File: config.mk
export PLATFORM = sky130hd
export DESIGN_NAME = uart_imem_loader
export DESIGN_NICKNAME = d
export VERILOG_FILES = /design/src/rtl/uart_imem_loader_pkg.sv /design/src/rtl/uart_imem_loader_rx.sv /design/src/rtl/uart_imem_loader.sv
export SDC_FILE = /design/constraint.sdc
export NUM_CORES = 1
export LEC_CHECK = 0
export ABC_AREA = 1
export BUFFER_PORTS_ARGS = -buffer_cell sky130_fd_sc_hd__buf_2
export CORE_ASPECT_RATIO = 0.75
export CORE_UTILIZATION = 31
export DETAILED_ROUTE_END_ITERATION = 10
export PLACE_DENSITY = 0.55
export SYNTH_ARGS = -nofsm -noshare
export SYNTH_HDL_FRONTEND = slang
export SYNTH_SLANG_ARGS = --single-unit
File: constraint.sdc
create_clock -name clk -period 6.1 [get_ports clk]
set_clock_uncertainty 0.15 [all_clocks]
set_input_delay 0.61 -clock clk [delete_from_list [all_inputs] [get_ports clk]]
set_output_delay 0.61 -clock clk [all_outputs]
set_load 0.005 [all_outputs]
File: src/rtl/uart_imem_loader_pkg.sv
// Shared widths and state encodings for the UART instruction-memory loader.
package uart_imem_loader_pkg;

    localparam int REGWIDTH  = 32;
    localparam int INSTWIDTH = 32;

    typedef enum logic [1:0] {
        RX_IDLE  = 2'd0,
        RX_START = 2'd1,
        RX_DATA  = 2'd2,
        RX_STOP  = 2'd3
    } rx_state_e;

    typedef enum logic [2:0] {
        L_IDLE = 3'd0,
        L_LEN0 = 3'd1,
        L_LEN1 = 3'd2,
        L_DATA = 3'd3,
        L_DONE = 3'd4,
        L_ERR  = 3'd5
    } ld_state_e;

endpackage

File: src/rtl/uart_imem_loader_rx.sv
// 8N1 UART byte receiver: 2-flop synchronizer, mid-bit sampling timer and RX FSM.
module uart_rx_byte
    import uart_imem_loader_pkg::*;
#(
    parameter int CLKS_PER_BIT = 16
) (
    input  logic       clk,
    input  logic       rst,
    input  logic       rx_i,
    output logic [7:0] byte_o,
    output logic       byte_valid_o,
    output logic       frame_error_o
);

    localparam int CNT_W = (CLKS_PER_BIT > 2) ? $clog2(CLKS_PER_BIT) : 1;
    localparam logic [CNT_W-1:0] HALF_M1 = CNT_W'(CLKS_PER_BIT / 2 - 1);
    localparam logic [CNT_W-1:0] FULL_M1 = CNT_W'(CLKS_PER_BIT - 1);

    rx_state_e        state_q, state_d;
    logic [2:0]       sync_q;
    logic [CNT_W-1:0] cnt_q, cnt_d;
    logic [2:0]       bit_idx_q, bit_idx_d;
    logic [7:0]       shift_q, shift_d;
    logic             byte_valid_q, byte_valid_d;
    logic             frame_error_q, frame_error_d;
    logic             rx_s;
    logic             rx_fall;

    // sync_q[1] is the synchronized line; sync_q[2] is its previous value for edge detection.
    assign rx_s    = sync_q[1];
    assign rx_fall = sync_q[2] & ~sync_q[1];

    // NOTE: sequential state uses non-blocking assignments so every flop samples pre-edge values.
    always_ff @(posedge clk) begin
        if (rst) begin
            state_q       <= RX_IDLE;
            sync_q        <= 3'b111;
            cnt_q         <= '0;
            bit_idx_q     <= '0;
            shift_q       <= '0;
            byte_valid_q  <= 1'b0;
            frame_error_q <= 1'b0;
        end else begin
            state_q       <= state_d;
            sync_q        <= {sync_q[1:0], rx_i};
            cnt_q         <= cnt_d;
            bit_idx_q     <= bit_idx_d;
            shift_q       <= shift_d;
            byte_valid_q  <= byte_valid_d;
            frame_error_q <= frame_error_d;
        end
    end

    // NOTE: every always_comb output gets a default first, so no path can infer a latch.
    always_comb begin
        state_d       = state_q;
        cnt_d         = cnt_q;
        bit_idx_d     = bit_idx_q;
        shift_d       = shift_q;
        byte_valid_d  = 1'b0;
        frame_error_d = 1'b0;
        case (state_q)
            RX_IDLE: begin
                if (rx_fall) begin
                    state_d = RX_START;
                    cnt_d   = '0;
                end
            end
            RX_START: begin
                if (cnt_q == HALF_M1) begin
                    cnt_d     = '0;
                    bit_idx_d = '0;
                    state_d   = rx_s ? RX_IDLE : RX_DATA;
                end else begin
                    cnt_d = cnt_q + 1'b1;
                end
            end
            RX_DATA: begin
                if (cnt_q == FULL_M1) begin
                    cnt_d     = '0;
                    shift_d   = {rx_s, shift_q[7:1]};
                    bit_idx_d = bit_idx_q + 1'b1;
                    if (bit_idx_q == 3'd7) state_d = RX_STOP;
                end else begin
                    cnt_d = cnt_q + 1'b1;
                end
            end
            RX_STOP: begin
                if (cnt_q == FULL_M1) begin
                    cnt_d         = '0;
                    byte_valid_d  = rx_s;
                    frame_error_d = ~rx_s;
                    state_d       = RX_IDLE;
                end else begin
                    cnt_d = cnt_q + 1'b1;
                end
            end
            default: state_d = RX_IDLE;
        endcase
    end

    assign byte_o        = shift_q;
    assign byte_valid_o  = byte_valid_q;
    assign frame_error_o = frame_error_q;

endmodule

File: src/rtl/uart_imem_loader.sv
// Serial program loader: length-prefixed little-endian image over UART into instruction memory.
module uart_imem_loader
    import uart_imem_loader_pkg::*;
#(
    parameter int CLK_FREQ   = 100000000,
    parameter int BAUD       = 115200,
    parameter int ADDR_WIDTH = 14
) (
    input  logic                  clk,
    input  logic                  rst,
    input  logic                  uart_rx,
    input  logic                  start,
    output logic                  imem_we,
    output logic [ADDR_WIDTH-1:0] imem_addr,
    output logic [INSTWIDTH-1:0]  imem_wdata,
    output logic                  busy,
    output logic                  done,
    output logic                  err,
    output logic [ADDR_WIDTH:0]   word_count
);

    localparam int CLKS_PER_BIT = CLK_FREQ / BAUD;
    localparam int WC_W         = ADDR_WIDTH + 1;

    logic [7:0]  rx_byte;
    logic        byte_valid;
    logic        frame_error;

    uart_rx_byte #(
        .CLKS_PER_BIT(CLKS_PER_BIT)
    ) u_rx (
        .clk          (clk),
        .rst          (rst),
        .rx_i         (uart_rx),
        .byte_o       (rx_byte),
        .byte_valid_o (byte_valid),
        .frame_error_o(frame_error)
    );

    ld_state_e             state_q, state_d;
    logic [7:0]            len_lo_q, len_lo_d;
    logic [WC_W-1:0]       len_q, len_d;
    logic [1:0]            byte_idx_q, byte_idx_d;
    logic [23:0]           wbuf_q, wbuf_d;
    logic                  we_q, we_d;
    logic [ADDR_WIDTH-1:0] addr_q, addr_d;
    logic [INSTWIDTH-1:0]  wdata_q, wdata_d;
    logic [WC_W-1:0]       wc_q, wc_d;
    logic [15:0]           len_full;
    logic [WC_W-1:0]       wc_inc;

    assign len_full = {rx_byte, len_lo_q};
    assign wc_inc   = wc_q + 1'b1;

    // NOTE: the byte buffer and write-data register are plain flops, so reset clears them to 0 too.
    always_ff @(posedge clk) begin
        if (rst) begin
            state_q    <= L_IDLE;
            len_lo_q   <= '0;
            len_q      <= '0;
            byte_idx_q <= '0;
            wbuf_q     <= '0;
            we_q       <= 1'b0;
            addr_q     <= '0;
            wdata_q    <= '0;
            wc_q       <= '0;
        end else begin
            state_q    <= state_d;
            len_lo_q   <= len_lo_d;
            len_q      <= len_d;
            byte_idx_q <= byte_idx_d;
            wbuf_q     <= wbuf_d;
            we_q       <= we_d;
            addr_q     <= addr_d;
            wdata_q    <= wdata_d;
            wc_q       <= wc_d;
        end
    end

    always_comb begin
        state_d    = state_q;
        len_lo_d   = len_lo_q;
        len_d      = len_q;
        byte_idx_d = byte_idx_q;
        wbuf_d     = wbuf_q;
        we_d       = 1'b0;
        addr_d     = addr_q;
        wdata_d    = wdata_q;
        wc_d       = wc_q;
        case (state_q)
            L_IDLE, L_DONE, L_ERR: begin
                if (start) begin
                    state_d    = L_LEN0;
                    wc_d       = '0;
                    byte_idx_d = '0;
                end
            end
            L_LEN0: begin
                if (frame_error) begin
                    state_d = L_ERR;
                end else if (byte_valid) begin
                    len_lo_d = rx_byte;
                    state_d  = L_LEN1;
                end
            end
            L_LEN1: begin
                if (frame_error) begin
                    state_d = L_ERR;
                end else if (byte_valid) begin
                    if (len_full == 16'd0) begin
                        state_d = L_DONE;
                    end else if ({16'd0, len_full} > (32'd1 << ADDR_WIDTH)) begin
                        state_d = L_ERR;
                    end else begin
                        len_d   = WC_W'(len_full);
                        state_d = L_DATA;
                    end
                end
            end
            L_DATA: begin
                if (frame_error) begin
                    state_d = L_ERR;
                end else if (byte_valid) begin
                    if (byte_idx_q == 2'd3) begin
                        we_d       = 1'b1;
                        addr_d     = wc_q[ADDR_WIDTH-1:0];
                        wdata_d    = {rx_byte, wbuf_q};
                        wc_d       = wc_inc;
                        byte_idx_d = '0;
                        if (wc_inc == len_q) state_d = L_DONE;
                    end else begin
                        case (byte_idx_q)
                            2'd0:    wbuf_d[7:0]   = rx_byte;
                            2'd1:    wbuf_d[15:8]  = rx_byte;
                            default: wbuf_d[23:16] = rx_byte;
                        endcase
                        byte_idx_d = byte_idx_q + 1'b1;
                    end
                end
            end
            default: state_d = L_IDLE;
        endcase
    end

    assign imem_we    = we_q;
    assign imem_addr  = addr_q;
    assign imem_wdata = wdata_q;
    assign word_count = wc_q;
    assign busy       = (state_q == L_LEN0) || (state_q == L_LEN1) || (state_q == L_DATA);
    assign done       = (state_q == L_DONE);
    assign err        = (state_q == L_ERR);

endmodule

==> run metrics, run 1 <==
reg2reg end word_count[4]; status finished, final reports clean; H-Tree Depth 4; Area after DPL 0.00657 mm2; Die H approximately 120 um; Pre-antenna DRT Iters 5; global-route wire length before repair about 25000 um; hold endpoint u_rx.sync_q[0]; Cells on Worst Hold Path 2; final instance area about 0.0072 mm2; Final Hold Vio Count 0; all-layer global routing usage 0.160; met1 Usage GRT 0.229; Reg clk slew, reported paths about 0.060 ns; RSZ-0062 raised after global routing no; syn_nets around 830; drt drc 0; crit path time final roughly 3 ns; Max VDD drop approximately 0.17 mV; clock root buffer clkbuf_16; Critical Path End Type register; Worst Reg-to-Reg Cells 11; Area growth, synth to finish 17.8%; crit path DAT roughly 3.3 ns; worst skew pair latency roughly 0.43 ns; share of cells above drive strength 1 0.130; met2 usage 0.227; met3 global-route usage 0.0463; largest net degree at the start of global routing 92; cell count after synthesis between 800 and 900; FP Rows 43; DRT iter0 DRCs ~350; Post-Route WL between 15000 and 20000 um; Clock Sinks 142; leakage power 2.94 nW; final slew viol count 0; post-CTS resize count 0; post-route ant nets 0; initial antenna violation count 0; CP Data Required Time about 6.3 ns; Filler Cell Count 1997; endpoints failing setup 0; max_cap viols 0; Num CTS Buffers 17; CTS tree built; critical path class register to register; Final nets around 900; hpwl dp 10200 um; DR vias/cell around 4.7; Ant. Diodes 0; synthesis-stage register bit count 142; cell area power density roughly 300 mW/mm2; global routing's busiest layer met1; CTS Hold Bufs 0; sequential area share after synthesis 0.468; hold path start uart_rx; IO Pins slightly below 70; Die Width roughly 160 um; final worst-path cycle share 0.504; FF-to-FF setup slack 3.03 ns; hold crit path type primary input to register; RePlAce Congestion just over 0.8; post-synth cell types 34; Initial Utilization 0.323; Worst Setup Start Kind register; CORE AREA ~0.019 mm2; Worst Path Max Fanout 57; Synthesis Warnings 0; slew margin rel. 0.311; die area ~0.020 mm2; WHS 0.213 ns; Vias between 5000 and 6000; GRT Residual Overflow 0; setup TNS 0 ns; r2r startpoint state_q[1]; clock tree buffer depth 2; Syn Area/Cell ~7.5 um2; Post-Syn Area between 0.006 and 0.007 mm2; IO buf count between 60 and 70; FMAX approximately 330 MHz; postcts setup bufs 0; vias in the first global route between 4000 and 5000; drt wl/cell 13.3 um; Worst Tran Pin Value about 1.0 ns
critical path, stage by stage (launching register included):
cell and delay, ns:
dfxtp_1 0.43, inv_2 0.09, nor3_4 0.22, inv_2 0.09
nor2_2 0.11, inv_2 0.06, nor2_4 0.13, inv_2 0.08
nor2_4 0.77, buf_4 0.54, nand3_1 0.13, a21oi_1 0.16
sequential cells by signal, summed over array words and instances (netlist names), 8 cells and up, named ones only:
name,count
imem_wdata,32
wbuf_q,24
len_q,15
word_count,15
imem_addr,14
u_rx.cnt_q,10
len_lo_q,8
u_rx.byte_o,8
power breakdown:
part           internal (mW)  switching (mW)
clock network          0.636           0.397
logic                 0.0546           0.116
registers              0.938          0.0125
area by class of cell:
class	count	area, um2	area share
repair buffers	71	363	0.0507
well taps	247	309	0.0432
flip-flops and latches	142	2840	0.397
clock inverters	12	146	0.0205
inverters	108	405	0.0567
clock buffers	19	433	0.0605
multi-input cells	532	2650	0.371
kinds of logic after synthesis:
family,share of synthesized area
buffers and inverters,0.0952
AND/OR/NAND/NOR,0.193
flip-flops,0.468
AO/OA/AOI/OAI,0.210
adder cells (fa/ha/maj),0.0288
XOR/XNOR,0.00433
Yosys cell counts:
library cell / n / area share
a211oi_1: 1 / 0.0012
a21oi_1: 134 / 0.11
a22oi_1: 1 / 0.0012
a2bb2oi_1: 1 / 0.0014
a31oi_1: 1 / 0.0010
and2_1: 1 / 0.0010
and3_1: 3 / 0.0031
buf_2: 6 / 0.0049
buf_4: 11 / 0.014
clkbuf_1: 16 / 0.0099
dfxtp_1: 142 / 0.47
ha_1: 14 / 0.029
inv_1: 102 / 0.063
inv_2: 6 / 0.0037
nand2_1: 133 / 0.082
nand3_1: 45 / 0.037
nand3b_1: 2 / 0.0025
nand4_1: 16 / 0.016
nor2_1: 43 / 0.027
nor2_2: 1 / 0.0010
nor2_4: 3 / 0.0056
nor3_1: 12 / 0.0099
nor3_4: 1 / 0.0027
nor3b_1: 1 / 0.0012
nor4_1: 2 / 0.0021
o2111ai_1: 1 / 0.0014
o21a_1: 1 / 0.0012
o21ai_0: 107 / 0.088
o21ai_2: 1 / 0.0014
o31a_1: 1 / 0.0014
o31ai_1: 1 / 0.0012
or2_2: 2 / 0.0021
xnor2_1: 1 / 0.0014
xor2_1: 2 / 0.0029
stage by stage:
stage / util / std cells / power, mW / worst slack (ns)
2_1_floorplan: - / 815 / 1.09 / 4.01
3_3_place_gp: 0.349 / 1100 / 1.14 / 3.08
3_5_place_dp: 0.349 / 1100 / 1.14 / 3.00
4_1_cts: 0.380 / 1131 / 2.18 / 2.97
5_1_grt: 0.380 / 1131 / 2.25 / 2.62
6_report: 0.380 / 1131 / 2.15 / 3.03
cells in the final DEF, fill, tap and decap left out, drive strengths merged:
cell type  instances
a211oi             1
a21oi            134
a22oi              1
a2bb2oi            1
a31oi              1
and2               1
and3               3
buf               71
bufinv             3
clkbuf            19
clkinv             6
clkinvlp           3
dfxtp            142
ha                14
inv              108
nand2            133
nand3             45
nand3b             2
nand4             16
nor2              47
nor3              13
nor3b              1
nor4               2
o2111ai            1
o21a               1
o21ai            108
o31a               1
o31ai              1
or2                2
xnor2              1
xor2               2
how the worst max path moves through the flow:
stage	slack (ns)	start	endpoint
after floorplan	4.01	word_count[0]	state_q[0]
after global placement	3.08	state_q[1]	imem_addr[1]
after detailed placement	3.00	state_q[1]	imem_wdata[3]
after CTS	2.97	state_q[1]	imem_wdata[3]
after global routing	2.62	state_q[1]	imem_wdata[1]
final	3.03	state_q[1]	word_count[4]
routing by layer:
| metal | vias to the layer above | routed length, um |
|---|---|---|
| met3 | 10 | 818 |
| li1 | 2829 | - |
| met1 | 2374 | 7980 |
| met4 | 0 | 129 |
| met5 | - | 0 |
| met2 | 110 | 6110 |
Note: power is estimated with default switching activity, not from simulation.
==> inputs of run 2 (changes only) <==
==> constraint.sdc (replaced) <==
create_clock -name clk -period 3.1 [get_ports clk]
set_clock_uncertainty 0.15 [all_clocks]
set_input_delay 0.31 -clock clk [delete_from_list [all_inputs] [get_ports clk]]
set_output_delay 0.31 -clock clk [all_outputs]
set_load 0.005 [all_outputs]
==> run 2 against run 1 <==
Worst setup slack worse by 2.4 ns. Largest power group unchanged. Largest cell class unchanged. Register-to-register slack worse by 2.4 ns. Count of clock-buffer cells in the layout is 3 higher. Fmax is 26% higher.
==> run metrics, run 2 (synthesis results as in run 1) <==
status finished, final reports clean; Sw Pwr between 1 and 1.5 mW; crit path DAT about 2.6 ns; DR vias/cell 4.70; IO Pins 69; drt drc 0; RePlAce Congestion 0.851; switch share 0.236; Cells on Worst Hold Path 4; setup TNS 0 ns; power share of the combinational group 0.076; Int Power approximately 3.4 mW; FMAX 410 MHz; slew margin rel. 0.559; Final Hold Vio Count 0; Worst Reg-to-Reg Cells 16; worst skew pair latency about 0.42 ns; final worst-path cycle share 0.787; Die Width 164 um; final slew viol count 0; Final nets 899; postcts setup bufs 0; GRT Residual Overflow 0; cell area power density just over 600 mW/mm2; Clock Sinks 142; Initial Utilization 0.323; Reg clk slew, reported paths 0.06 ns; Die H ~120 um; die area between 0.02 and 0.025 mm2; hold crit path type primary input to register; share of cells above drive strength 1 0.141; post-route ant nets 0; Filler Cell Count around 2000; CORE AREA roughly 0.019 mm2; max_cap viols 0; DRT iter0 DRCs about 360; clock share of power 0.504; sequential share of power 0.420; Ant. Diodes 0; IO buf count a little under 70; Critical Path End Type register; CTS tree built; Max VDD drop roughly 0.32 mV; largest net degree at the start of global routing 92; reg2reg end state_q[0]; Post-Route WL between 15000 and 20000 um; initial antenna violation count 0; hold endpoint byte_idx_q[0]; Worst Path Max Fanout 6; global-route wire length before repair ~25000 um; critical path class register to register; drt wl/cell around 13 um; crit path time final between 2 and 2.5 ns; RSZ-0062 raised after global routing no; Area growth, synth to finish 20.3%; vias in the first global route 4905; r2r startpoint word_count[0]; endpoints failing setup 0; clock root buffer clkbuf_16; CP Data Required Time 3.26 ns; Num CTS Buffers 17; H-Tree Depth 4; FF-to-FF setup slack around 0.66 ns; hold path start start; commonest non-fill, non-tap cells in the layout dfxtp_1, a21oi_1, nand2_1, o21ai_0, inv_1; Largest register FFs 32; FP Rows 43; crit path from word_count[0]; Vias around 5400; commonest non-fill, non-tap cell in the layout dfxtp_1; Pre-antenna DRT Iters 5; Area after DPL about 0.0066 mm2; Worst Setup Start Kind register; all-layer global routing usage 0.164; clock tree buffer depth 2; leakage power about 3.0 nW; Worst Tran Pin Value ~0.66 ns; final instance area between 0.007 and 0.008 mm2; hpwl dp roughly 10000 um
[run 2: cell count changes in the layout (fill, tap and decap cells not counted), sizes merged]
cell	previous run	this run
dlygate4sd3	0	1
clkinv	6	4
clkbuf	19	22
buf	71	79
inv	108	107
bufinv	3	4
[run 2: worst max-delay path, stage by stage, from the launching register on]
cell and delay, ns:
dfxtp_1 0.43, ha_1 0.30, nand2_1 0.18, nor2_4 0.20, nand2_1 0.07, nand2_1 0.08, nand2_1 0.07, nand2_1 0.06
nand2_1 0.04, nor2_1 0.09, nand2_1 0.06, nor2_1 0.11, nand2_1 0.08, nand2_1 0.18, nand3_1 0.09, nand2_1 0.08
nor2_1 0.04
[run 2: worst max path at each step]
stage,endpoint,slack [ns],depth (start not counted)
2_1_floorplan,state_q[0],1.01,16
3_3_place_gp,state_q[2],0.76,16
3_5_place_dp,state_q[0],0.68,16
4_1_cts,state_q[0],0.67,16
5_1_grt,state_q[2],0.30,14
6_report,state_q[0],0.66,16
[run 2: power by group through the flow]
stage / Clock, mW / Sequential, mW / Combinational [mW]
finish: 2.25 / 1.87 / 0.339
global route: 2.38 / 1.87 / 0.390
CTS: 2.29 / 1.87 / 0.339
detailed placement: 0 / 1.91 / 0.338
global placement: 0 / 1.91 / 0.340
floorplan: 0 / 1.90 / 0.242
[run 2: metal layers]
metal | track usage | vias up | part of all wire
met4 | 0.0573 | 0 | 0.011
met2 | 0.232 | 102 | 0.41
met5 | 0 | - | 0
met3 | 0.0423 | 13 | 0.044
met1 | 0.238 | 2419 | 0.54
li1 | - | 2833 | -
[run 2: final cells by class]
type,instances,area (um2),area share
repair buffers,80,445,0.0609
clock buffers,22,494,0.0676
multi-input cells,532,2650,0.363
clock inverters,10,158,0.0216
well taps,247,309,0.0423
flip-flops and latches,142,2840,0.389
inverters,108,407,0.0556
[run 2: timing repair]
| item | 4_1_cts | 5_1_grt |
|---|---|---|
| endpoints found under the setup margin | 0 | 0 |
| endpoints found under the hold margin | 1 | 0 |
| hold buffers | 1 | 0 |
| gates resized for setup | 0 | 0 |
[run 2: metrics by stage]
| stage | util | worst slack, ns | cells | power [mW] | hold WS, ns |
|---|---|---|---|---|---|
| final | 0.388 | 0.661 | 1141 | 4.46 | 0.164 |
| after global routing | 0.388 | 0.304 | 1141 | 4.64 | 0.188 |
| after CTS | 0.388 | 0.665 | 1141 | 4.50 | 0.144 |
| after detailed placement | 0.353 | 0.676 | 1108 | 2.25 | 0.248 |
| after global placement | 0.353 | 0.761 | 1108 | 2.25 | 0.242 |
| after floorplan | - | 1.01 | 815 | 2.15 | 0.239 |
==> inputs of run 3 (changes only) <==
--- a/config.mk
+++ b/config.mk
@@ -5,12 +5,12 @@
 export SDC_FILE = /design/constraint.sdc
 export NUM_CORES = 1
 export LEC_CHECK = 0
-export ABC_AREA = 1
+export ABC_AREA = 0
 export BUFFER_PORTS_ARGS = -buffer_cell sky130_fd_sc_hd__buf_2
 export CORE_ASPECT_RATIO = 0.75
 export CORE_UTILIZATION = 31
 export DETAILED_ROUTE_END_ITERATION = 10
-export PLACE_DENSITY = 0.55
+export PLACE_DENSITY = 0.56
 export SYNTH_ARGS = -nofsm -noshare
 export SYNTH_HDL_FRONTEND = slang
 export SYNTH_SLANG_ARGS = --single-unit
==> constraint.sdc (replaced) <==
create_clock -name clk -period 2.16 [get_ports clk]
set_clock_uncertainty 0.15 [all_clocks]
set_input_delay 0.216 -clock clk [delete_from_list [all_inputs] [get_ports clk]]
set_output_delay 0.216 -clock clk [all_outputs]
set_load 0.005 [all_outputs]
==> run 3 against run 2 <==
The flow now finishes with violations (setup timing). Synthesized cell count down 6.3%. Worst setup slack worse by 0.73 ns. Combinational power up 12%. Cell count up 1.6%. Wire length up 6.7%. Via count up 3.7%. Sequential power up 42%. Worst hold slack worse by 0.14 ns. Design area up 12%.
==> run metrics, run 3 <==
status complete, but fails checks; failing checks setup timing; Worst Reg-to-Reg Cells 8; commonest non-fill, non-tap cell in the layout nand2_1; Worst Setup Start Kind register; leading cell type by number of instances after synthesis nand2_1; post-route ant nets 0; DR vias/cell between 4 and 5; Max VDD drop approximately 0.4 mV; Worst Slack Setup Final -0.0674 ns; Synthesis Warnings 0; hold path start rst; RePlAce Congestion around 0.84; Final nets a little over 900; Clock Sinks between 100 and 150; Critical Path End Type register; clock tree buffer depth 2; Syn Area/Cell approximately 8.3 um2; initial antenna violation count 0; critical path class register to register; Vias approximately 5600; Power, Total between 5 and 6 mW; Initial Utilization 0.321; synthesis-stage register bit count 142; hold crit path type primary input to register; die area 0.0209 mm2; Post-Syn Area approximately 0.0063 mm2; all-layer global routing usage 0.159; Cells after DPL 1124; DRT iter0 DRCs around 350; cell count after synthesis ~760; crit path DAT 2.37 ns; slew margin rel. 0.554; leakage power around 3.2 nW; CTS tree built; H-Tree Depth 4; hpwl dp about 11000 um; Final Hold Vio Count 0; fraction of registers with async set/reset 0; list of most frequent post-synthesis cells nand2_1, dfxtp_1, a21oi_1; crit path time final around 2.2 ns; Worst Path Max Fanout 4; endpoints failing setup 17; FF-to-FF setup slack -0.07 ns; Reg clk slew, reported paths roughly 0.070 ns; synth top area cells dfxtp_1, nand2_1, a21oi_1, mux2i_1, nor2_1; post-synth cell types just under 60; reg2reg end len_q[9]; final slew viol count 0; CORE AREA 0.0197 mm2; Worst Tran Pin Value 0.662 ns; Ant. Diodes 0; FP Rows 44; sequential area share after synthesis 0.451; final non-filler cell total around 1200; Area growth, synth to finish 29.5%; cell area power density 727 mW/mm2; dominant cell type by area after synthesis dfxtp_1; vias in the first global route a little over 5000; clock root buffer clkbuf_16; r2r startpoint len_lo_q[4]; IO buf count 68; final worst-path cycle share 1.03; Post-Route WL between 15000 and 20000 um; worst setup path end len_q[9]; drt drc 0; share of cells above drive strength 1 0.273; Final Util 0.416; Pre-antenna DRT Iters 5; largest net degree at the start of global routing 80; CP Data Required Time roughly 2.3 ns; worst skew pair latency between 0.4 and 0.5 ns; RSZ-0062 raised after global routing yes; IO Pins 69; Num CTS Buffers 17; Largest register FFs 32; GRT Residual Overflow 0; global-route wire length before repair around 27000 um; max_cap viols 0; FMAX ~450 MHz; setup TNS -0.637 ns; Post-synth EDFFs 0; pre-CTS setup slack -0.103 ns; area share of the largest cell type after synthesis 0.451; ys flop type dfxtp_1; commonest non-fill, non-tap cells in the layout nand2_1, dfxtp_1, a21oi_1, buf_4, buf_2; Die H between 100 and 150 um; Die Width between 150 and 200 um; crit path from len_lo_q[4]; syn_nets between 700 and 800; drt wl/cell 14.2 um
[run 3: cell types whose count changed after synthesis, sizes merged, moves of 6 or more]
cell	change
a21oi	-27
a31oi	+7
buf	+10
clkbuf	+10
inv	-100
mux2i	+29
nand2	+30
nand2b	+6
nor2	+19
nor4	+7
o21ai	-97
xnor2	+15
xor2	+8
[run 3: stage by stage]
step	hold WS, ns	cell area (um2)
floorplan	0.170	6340
global placement	0.247	7410
detailed placement	0.251	7410
CTS	0.0144	8060
global route	0.0413	8170
finish	0.0195	8170
[run 3: timing repair]
| item | in CTS | in global routing |
|---|---|---|
| endpoints found under the setup margin | 17 | 73 |
| pin swaps | 8 | 3 |
| hold buffers | 1 | 0 |
| gates resized for setup | 12 | 26 |
| setup buffers | 1 | 1 |
| endpoints found under the hold margin | 1 | 0 |
[run 3: where the power goes]
part / switching [mW] / internal (mW)
logic: 0.216 / 0.165
registers: 0.0188 / 2.63
clock network: 1.36 / 1.55
[run 3: worst min-delay path by stage]
stage                                end  slack, ns  depth (start not counted)
final                            imem_we       0.02                          2
after global routing             imem_we       0.04                          2
after CTS                        imem_we       0.01                          2
after detailed placement  u_rx.sync_q[1]       0.25                          1
after global placement    u_rx.sync_q[1]       0.25                          1
after floorplan           u_rx.sync_q[0]       0.17                          1
[run 3: routing by layer]
| metal | share of wire | routed length [um] | global-route usage |
|---|---|---|---|
| met5 | 0 | 0 | 0 |
| met3 | 0.036 | 586 | 0.0358 |
| met4 | 0.0089 | 146 | 0.0474 |
| met1 | 0.53 | 8630 | 0.232 |
| met2 | 0.43 | 7050 | 0.232 |
[run 3: critical path, cell delays in order, from the launching register on]
cell and delay, ns:
dfxtp_1 0.32, nor3_1 0.26, nand4_1 0.18, mux2i_1 0.18, or4_4 0.47, nor2_8 0.15, buf_4 0.15, mux2i_1 0.17
nor2_1 0.06
[run 3: cells by family after synthesis]
group / Yosys count / share of synthesized area
compound gates: 142 / 0.125
xor+xnor: 26 / 0.0361
fa+ha+maj: 14 / 0.0278
buf+inv: 62 / 0.0547
flops: 142 / 0.451
mux: 29 / 0.0460
simple gates: 349 / 0.260
[run 3: final cells by class]
cell class | count | area, um2
Multi-Input combinational cell | 560 | 3260
Sequential cell | 142 | 2860
Clock inverter | 15 | 159
Inverter | 8 | 30.0
Clock buffer | 17 | 425
Timing Repair Buffer | 164 | 1120
Fill cell | 1986 | 11500
Tap cell | 253 | 317
